### config.mk
export PLATFORM = sky130hd
export DESIGN_NAME = wdt_multi
export DESIGN_NICKNAME = d
export VERILOG_FILES = /design/src/rtl/wdt_pkg.sv /design/src/rtl/wdt_channel.sv /design/src/rtl/wdt_multi.sv
export SDC_FILE = /design/constraint.sdc
export NUM_CORES = 1
export LEC_CHECK = 0
export BUFFER_PORTS_ARGS = -buffer_cell sky130_fd_sc_hd__buf_4
export CORE_MARGIN = 3
export CORE_UTILIZATION = 45
export CTS_BUF_LIST = sky130_fd_sc_hd__clkbuf_8 sky130_fd_sc_hd__clkbuf_16
export CTS_CLUSTER_DIAMETER = 200
export DETAILED_ROUTE_END_ITERATION = 16
export PLACE_DENSITY = 0.68
export SLEW_MARGIN = 25
export SYNTH_ARGS = -nofsm -noshare
export SYNTH_HDL_FRONTEND = slang
export SYNTH_SLANG_ARGS = --single-unit
### constraint.sdc
create_clock -name wdt_clk -period 2.5 [get_ports wdt_clk]
set_input_delay 0.125 -clock wdt_clk [delete_from_list [all_inputs] [get_ports wdt_clk]]
set_output_delay 0.125 -clock wdt_clk [all_outputs]
set_load 0.02 [all_outputs]
### src/rtl/wdt_pkg.sv
// Shared types and encodings for the multi-channel watchdog.
package wdt_pkg;

  // Channel FSM states; the encoding is what STATUS[1:0] reports.
  typedef enum logic [1:0] {
    IDLE   = 2'd0,
    COUNT  = 2'd1,
    STAGE1 = 2'd2,
    FIRED  = 2'd3
  } wdt_state_e;

  // Register select encodings.
  localparam logic [2:0] SEL_CTRL   = 3'd0;
  localparam logic [2:0] SEL_TOCNT  = 3'd1;
  localparam logic [2:0] SEL_WIN    = 3'd2;
  localparam logic [2:0] SEL_KICK   = 3'd3;
  localparam logic [2:0] SEL_STATUS = 3'd4;
  localparam logic [2:0] SEL_PRESC  = 3'd5;

  // CTRL bit positions.
  localparam int CTRL_W         = 3;
  localparam int CTRL_EN        = 0;
  localparam int CTRL_WIN_EN    = 1;
  localparam int CTRL_STAGE2_EN = 2;

  // STATUS bit positions.
  localparam int STAT_W       = 4;
  localparam int STAT_EARLY   = 2;
  localparam int STAT_BAD_KEY = 3;

  localparam logic [31:0] KICK_KEY_DEFAULT = 32'h5A5A_A5A5;

  // Packs the STATUS word from a channel's state and sticky flags.
  function automatic logic [STAT_W-1:0] pack_status(wdt_state_e st, logic early, logic bad_key);
    logic [STAT_W-1:0] s;
    s               = '0;
    s[1:0]          = st;
    s[STAT_EARLY]   = early;
    s[STAT_BAD_KEY] = bad_key;
    return s;
  endfunction

endpackage

### src/rtl/wdt_channel.sv
// One watchdog channel: FSM, saturating counter, its config registers and sticky flags.
module wdt_channel
  import wdt_pkg::*;
#(
  parameter int               CNT_W    = 32,
  parameter logic [CNT_W-1:0] KICK_KEY = CNT_W'(KICK_KEY_DEFAULT)
) (
  input  logic              clk_i,
  input  logic              rst_ni,
  input  logic              tick_i,
  input  logic              ctrl_we_i,
  input  logic              tocnt_we_i,
  input  logic              win_we_i,
  input  logic              kick_we_i,
  input  logic [CNT_W-1:0]  wdata_i,
  output logic [CTRL_W-1:0] ctrl_o,
  output logic [CNT_W-1:0]  tocnt_o,
  output logic [CNT_W-1:0]  win_o,
  output logic [STAT_W-1:0] status_o,
  output logic              irq_o,
  output logic              fired_d_o
);

  localparam logic [CNT_W-1:0] CNT_MAX = '1;

  wdt_state_e        state_q, state_d;
  logic [CNT_W-1:0]  cnt_q, cnt_d;
  logic [CTRL_W-1:0] ctrl_q, ctrl_d;
  logic [CNT_W-1:0]  tocnt_q, tocnt_d;
  logic [CNT_W-1:0]  win_q, win_d;
  logic              early_q, early_d;
  logic              bad_key_q, bad_key_d;
  logic              irq_q, irq_d;

  logic             kick_ok;
  logic             kick_bad;
  logic [CNT_W-1:0] cnt_inc;

  assign kick_ok  = kick_we_i && (wdata_i == KICK_KEY);
  assign kick_bad = kick_we_i && (wdata_i != KICK_KEY);
  // The counter sticks at its maximum so a TOCNT of all-ones still matches.
  assign cnt_inc  = (cnt_q == CNT_MAX) ? cnt_q : cnt_q + CNT_W'(1);

  // Next-state logic: a kick beats a same-cycle tick, a CTRL write beats both.
  always_comb begin
    state_d   = state_q;
    cnt_d     = cnt_q;
    ctrl_d    = ctrl_q;
    tocnt_d   = tocnt_q;
    win_d     = win_q;
    early_d   = early_q;
    bad_key_d = bad_key_q;
    if (tocnt_we_i) tocnt_d = wdata_i;
    if (win_we_i)   win_d   = wdata_i;
    case (state_q)
      COUNT: begin
        if (kick_ok) begin
          if (ctrl_q[CTRL_WIN_EN] && (cnt_q < win_q)) begin
            early_d = 1'b1;
            state_d = FIRED;
          end else begin
            cnt_d = '0;
          end
        end else if (tick_i) begin
          if (cnt_q == tocnt_q) begin
            state_d = STAGE1;
            cnt_d   = '0;
          end else begin
            cnt_d = cnt_inc;
          end
        end
      end
      STAGE1: begin
        if (kick_ok) begin
          state_d = COUNT;
          cnt_d   = '0;
        end else if (tick_i && ctrl_q[CTRL_STAGE2_EN]) begin
          if (cnt_q == tocnt_q) state_d = FIRED;
          else                  cnt_d   = cnt_inc;
        end
      end
      default: ;
    endcase
    if (kick_bad) bad_key_d = 1'b1;
    if (ctrl_we_i) begin
      ctrl_d    = wdata_i[CTRL_W-1:0];
      early_d   = 1'b0;
      bad_key_d = 1'b0;
      if (!wdata_i[CTRL_EN]) begin
        state_d = IDLE;
        cnt_d   = '0;
      end else if (state_q == IDLE) begin
        state_d = COUNT;
        cnt_d   = '0;
      end
    end
    irq_d = (state_d == STAGE1) || (state_d == FIRED);
  end

  // State and configuration registers.
  always_ff @(posedge clk_i or negedge rst_ni) begin
    if (!rst_ni) begin
      state_q   <= IDLE;
      cnt_q     <= '0;
      ctrl_q    <= '0;
      tocnt_q   <= '0;
      win_q     <= '0;
      early_q   <= 1'b0;
      bad_key_q <= 1'b0;
      irq_q     <= 1'b0;
    end else begin
      state_q   <= state_d;
      cnt_q     <= cnt_d;
      ctrl_q    <= ctrl_d;
      tocnt_q   <= tocnt_d;
      win_q     <= win_d;
      early_q   <= early_d;
      bad_key_q <= bad_key_d;
      irq_q     <= irq_d;
    end
  end

  assign ctrl_o    = ctrl_q;
  assign tocnt_o   = tocnt_q;
  assign win_o     = win_q;
  assign status_o  = pack_status(state_q, early_q, bad_key_q);
  assign irq_o     = irq_q;
  assign fired_d_o = (state_d == FIRED);

endmodule

### src/rtl/wdt_multi.sv
// Multi-channel watchdog: shared prescaler, register decode/readback, reset request.
module wdt_multi
  import wdt_pkg::*;
#(
  parameter int               N_CH     = 4,
  parameter int               CNT_W    = 32,
  parameter int               PRE_W    = 16,
  parameter logic [CNT_W-1:0] KICK_KEY = CNT_W'(KICK_KEY_DEFAULT),
  localparam int              CH_W     = (N_CH > 1) ? $clog2(N_CH) : 1
) (
  input  logic             wdt_clk,
  input  logic             wdt_rst,
  input  logic             reg_we,
  input  logic [CH_W-1:0]  reg_ch,
  input  logic [2:0]       reg_sel,
  input  logic [CNT_W-1:0] reg_wdata,
  output logic [CNT_W-1:0] reg_rdata,
  output logic [N_CH-1:0]  irq,
  output logic             rst_req
);

  // Register access: reg_we is a single-cycle strobe, always accepted on the
  // edge where it is high (no back-pressure); reads are combinational on
  // {reg_ch, reg_sel} and need no strobe.

  logic [PRE_W-1:0] pre_cnt_q, pre_cnt_d;
  logic [PRE_W-1:0] presc_q, presc_d;
  logic             tick;
  logic             presc_we;
  logic             rst_req_q;

  logic [CTRL_W-1:0] ctrl_a   [N_CH];
  logic [CNT_W-1:0]  tocnt_a  [N_CH];
  logic [CNT_W-1:0]  win_a    [N_CH];
  logic [STAT_W-1:0] status_a [N_CH];
  logic [N_CH-1:0]   fired_d;

  assign tick     = (pre_cnt_q == presc_q);
  assign presc_we = reg_we && (reg_sel == SEL_PRESC);

  // Prescaler next state: wrap on tick, restart whenever PRESC is rewritten.
  always_comb begin
    pre_cnt_d = tick ? '0 : pre_cnt_q + PRE_W'(1);
    presc_d   = presc_q;
    if (presc_we) begin
      presc_d   = reg_wdata[PRE_W-1:0];
      pre_cnt_d = '0;
    end
  end

  // Prescaler and reset-request registers.
  always_ff @(posedge wdt_clk or negedge wdt_rst) begin
    if (!wdt_rst) begin
      pre_cnt_q <= '0;
      presc_q   <= '0;
      rst_req_q <= 1'b0;
    end else begin
      pre_cnt_q <= pre_cnt_d;
      presc_q   <= presc_d;
      rst_req_q <= |fired_d;
    end
  end

  for (genvar g = 0; g < N_CH; g++) begin : g_ch
    logic hit;
    assign hit = reg_we && (reg_ch == CH_W'(g));

    wdt_channel #(
      .CNT_W    (CNT_W),
      .KICK_KEY (KICK_KEY)
    ) u_ch (
      .clk_i      (wdt_clk),
      .rst_ni     (wdt_rst),
      .tick_i     (tick),
      .ctrl_we_i  (hit && (reg_sel == SEL_CTRL)),
      .tocnt_we_i (hit && (reg_sel == SEL_TOCNT)),
      .win_we_i   (hit && (reg_sel == SEL_WIN)),
      .kick_we_i  (hit && (reg_sel == SEL_KICK)),
      .wdata_i    (reg_wdata),
      .ctrl_o     (ctrl_a[g]),
      .tocnt_o    (tocnt_a[g]),
      .win_o      (win_a[g]),
      .status_o   (status_a[g]),
      .irq_o      (irq[g]),
      .fired_d_o  (fired_d[g])
    );
  end

  // Readback mux; PRESC ignores reg_ch, out-of-range channels read zero.
  always_comb begin
    reg_rdata = '0;
    if (reg_sel == SEL_PRESC) begin
      reg_rdata = CNT_W'(presc_q);
    end else if (int'(reg_ch) < N_CH) begin
      case (reg_sel)
        SEL_CTRL:   reg_rdata = CNT_W'(ctrl_a[reg_ch]);
        SEL_TOCNT:  reg_rdata = tocnt_a[reg_ch];
        SEL_WIN:    reg_rdata = win_a[reg_ch];
        SEL_STATUS: reg_rdata = CNT_W'(status_a[reg_ch]);
        default:    reg_rdata = '0;
      endcase
    end
  end

  assign rst_req = rst_req_q;

endmodule

==> metrics.cfg <==
[yosys]
yosys.area_share.adder = 0.0600
synth_area_leaders = dfrtp_1, mux2_2, ha_1
synth_compound_area_frac = 0.145
synth_nets = 3132
synth_xor_area_frac = 0.0485
synth_area_um2 = 29400
synth-simple-area-share = 0.157
synthArstFlopShare = 1.00
synth.top_cell.area_share = 0.382
yosysSeqAreaShare = 0.382
avgSynthCellArea_um2 = 9.97
synth_cell_types = 96
synth_top_family_by_area = multiplexers
yosys.area.top_type = dfrtp_1
synth_warnings = 0
ys.flop_type = dfrtp_1
netlist_instances = 2951
synth_edf_count = 0
synthMuxAreaShare = 0.159
synth.ff_latch_count = 449

[sta]
rsz0062_at_grt = yes
period_needed_ps = 2920
final_max_slew_viol_count = 0
max_clock_freq_mhz = 342
fin_crit_sh = 1.17
setup_viol_count_final = 132
setup_slack_ps = -421
skew_ps = 54.2
max-slew-margin-rel = 0.455
worstMarginPinSlew_ps = 809
final_hold_viol_count = 0

[finish]
final_cell_area_um2 = 42600
multi_input_area_um2 = 19200
final_cell_mix = buf_4, dfrtp_1, mux2_2, nand2_1, inv_1
area_growth_pct = 44.9
final_nets = 4031
seqCellArea_um2 = 11300
final_common_cell = buf_4
drive_above_1_share = 0.479
fillers = 5022

[setup_path]
reg2reg_depth = 14
worstSetupEndpoint = g_ch[1].u_ch.cnt_q[30]
r2r_start = presc_q[15]
startpoint_type = flip-flop
cpMostUsedCell = buf_6
path_class = flip-flop to flip-flop
critPathRequiredTime_ps = 3010
cp_slowest_cell = dfrtp_1
cp_num_cells = 14
cp.buffers_inverters = 6
r2r_setup_slack_ps = -420
arrival_ps = 3430
cp_cell_sequence = xor2_1 -> nor4_2 -> buf_4 -> nand4_1 -> buf_6 -> buf_12 -> a21oi_4 -> buf_6 -> nand3_4 -> buf_6 -> nor2_4 -> buf_6 -> o21ai_4 -> a311oi_2
critPathTopFamily = buffers and inverters
cp_slowest_stage_delay_ps = 400
end_kind = flip-flop
worstPathMaxFanout = 5
regToRegEndpoint = g_ch[1].u_ch.cnt_q[30]
startpoint = presc_q[15]

[route]
avgRoutedWirePerCell_um = 27.9
drc_errors = 0
drt-initial-drc-count = 2890
ant_nets = 0
drtPass1Iterations = 5
vias = 29800
viasPerCell = 6.28
drt_wl_total_um = 133000

[clocking]
clkTransAtPathRegs_ps = 60
cts_buffer_depth = 3
clkSinkCount = 449
htreeDepth = 2
cts_tree = done
cts_buffers = 54
cts_root_buf = clkbuf_16
insertion_delay_ps = 670

[die]
num_rows = 93
io_pins = 77
initial_utilization = 0.455
die_w_um = 262
core_um2 = 64600
die_area_um2 = 68500
die_height_um = 262

[min_path]
min_path_type = primary input to async pin

[grt]
antenna_found_initial = 4
grt_pass1_vias = 28900
overflow = 0
track_usage = 0.379
grt_start_max_net_pins = 84
grt_pass1_wl_um = 192000

[power]
irDropWorstVdd_mv = 0.545
power.density_nw_per_um2 = 691
finalPower_mw = 29.5
p_leak_nw = 19.3

[run_status]
status = finished with violations
violations = setup timing

[place]
gp_congestion = 1.07
dp_hpwl_um = 100000
dpl-instance-area_um2 = 36500
portBuffers = 76
dp_slack_ps = -1050

[flow_run]
maxCapViolCount = 0

## worst min path at each step
stage	cells past startpoint	start	slack, ps	endpoint
after detailed placement	1	wdt_rst	100	presc_q[6]
after floorplan	0	wdt_rst	-170	g_ch[0].u_ch.bad_key_q
after CTS	3	reg_wdata[13]	1	presc_q[13]
after global placement	1	wdt_rst	100	presc_q[6]
final	2	wdt_rst	20	presc_q[6]
after global routing	3	reg_wdata[13]	20	presc_q[13]
## Yosys cell counts (9+ instances only)
cell      count
a211oi_1     21
a21o_1       20
a21oi_1     153
a22o_1        9
a22oi_1      41
a311oi_1     26
a31oi_1      45
a41oi_1      14
and2_1       26
and3_1       40
and4_1       26
buf_1        26
buf_2        17
clkbuf_1    122
dfrtp_1     449
ha_1        141
inv_1       166
mux2_2      265
mux2i_1       9
mux4_2       71
nand2_1     224
nand2b_1     12
nand3_1     103
nand4_1      84
nor2_1      154
nor2b_1      20
nor3_1       53
nor4_1       42
o211ai_1     16
o21a_1       15
o21ai_0     131
o22ai_1      12
o31ai_1       9
or3_1        17
or4_1        11
xnor2_1      75
xor2_1       88
## cells by family (layout without fill, tap and decap cells)
kind of cell / after synthesis / count (layout)
AOI/OAI and AO/OA: 634 / 634
and+or+nand+nor: 869 / 869
buffers and inverters: 350 / 1295
adders and majority gates: 141 / 141
DFF: 449 / 449
muxes: 345 / 345
other: 0 / 3
xor gates and xnor gates: 163 / 163
## state kept, by name (all words and copies together), names as in the netlist
name,flops
g_ch.u_ch.bad_key_q,4
g_ch.u_ch.cnt_q,128
g_ch.u_ch.ctrl_o,12
g_ch.u_ch.early_q,4
g_ch.u_ch.irq_o,4
g_ch.u_ch.state_q,8
g_ch.u_ch.tocnt_o,128
g_ch.u_ch.win_o,128
pre_cnt_q,16
presc_q,16
rst_req,1
## where the power goes
| part | switching [mW] | internal, mW | total [mW] |
|---|---|---|---|
| Clock | 3.52 | 4.77 | 8.29 |
| Combinational | 5.86 | 5.60 | 11.5 |
| Sequential | 1.34 | 8.39 | 9.72 |
| Total | 10.7 | 18.8 | 29.5 |
## area by class of cell
| cell class | count | area share |
|---|---|---|
| Multi-Input combinational cell | 2152 | 0.451 |
| Sequential cell | 449 | 0.264 |
| Timing Repair Buffer | 1027 | 0.201 |
| Clock buffer | 63 | 0.0346 |
| Tap cell | 855 | 0.0251 |
| Inverter | 166 | 0.0146 |
| Clock inverter | 39 | 0.00954 |
| Antenna cell | 3 | 0.000176 |
## per-layer routing
metal  track usage  wire [µm]  vias to the layer above
met4         0.194       9250                        2
met3        0.0703      11600                      401
met2         0.585      58500                     1612
met1         0.510      53400                    15000
met5             0          9                        -
li1              -          -                    12800
## per-stage QoR
| step | hold WS (ps) | util | cells | TNS (ps) |
|---|---|---|---|---|
| global route | 19.3 | 0.660 | 4751 | -42950 |
| detailed placement | 103 | 0.564 | 4492 | -74560 |
| global placement | 99.0 | 0.564 | 4492 | -75780 |
| finish | 22.3 | 0.660 | 4754 | -31670 |
| floorplan | -171 | - | 2951 | -21.1 |
| CTS | 1.48 | 0.628 | 4690 | -30850 |
## what timing repair did
item                                    4_1_cts  5_1_grt
hold buffers                                 32        0
pin swaps                                   181      205
hold endpoints to repair                    547        0
resized for setup                           336      360
cloned                                        4        3
endpoints found under the setup margin      163      146
setup buffers                                65       71
## worst reg2reg max path, stage by stage (launching register included)
cell and delay (ps):
dfrtp_1 400, xor2_1 180, nor4_2 340, buf_4 170, nand4_1 100, buf_6 170, buf_12 140, a21oi_4 140
buf_6 130, nand3_4 140, buf_6 190, nor2_4 130, buf_6 140, o21ai_4 60, a311oi_2 370
Power figures use the tool's default switching activity.
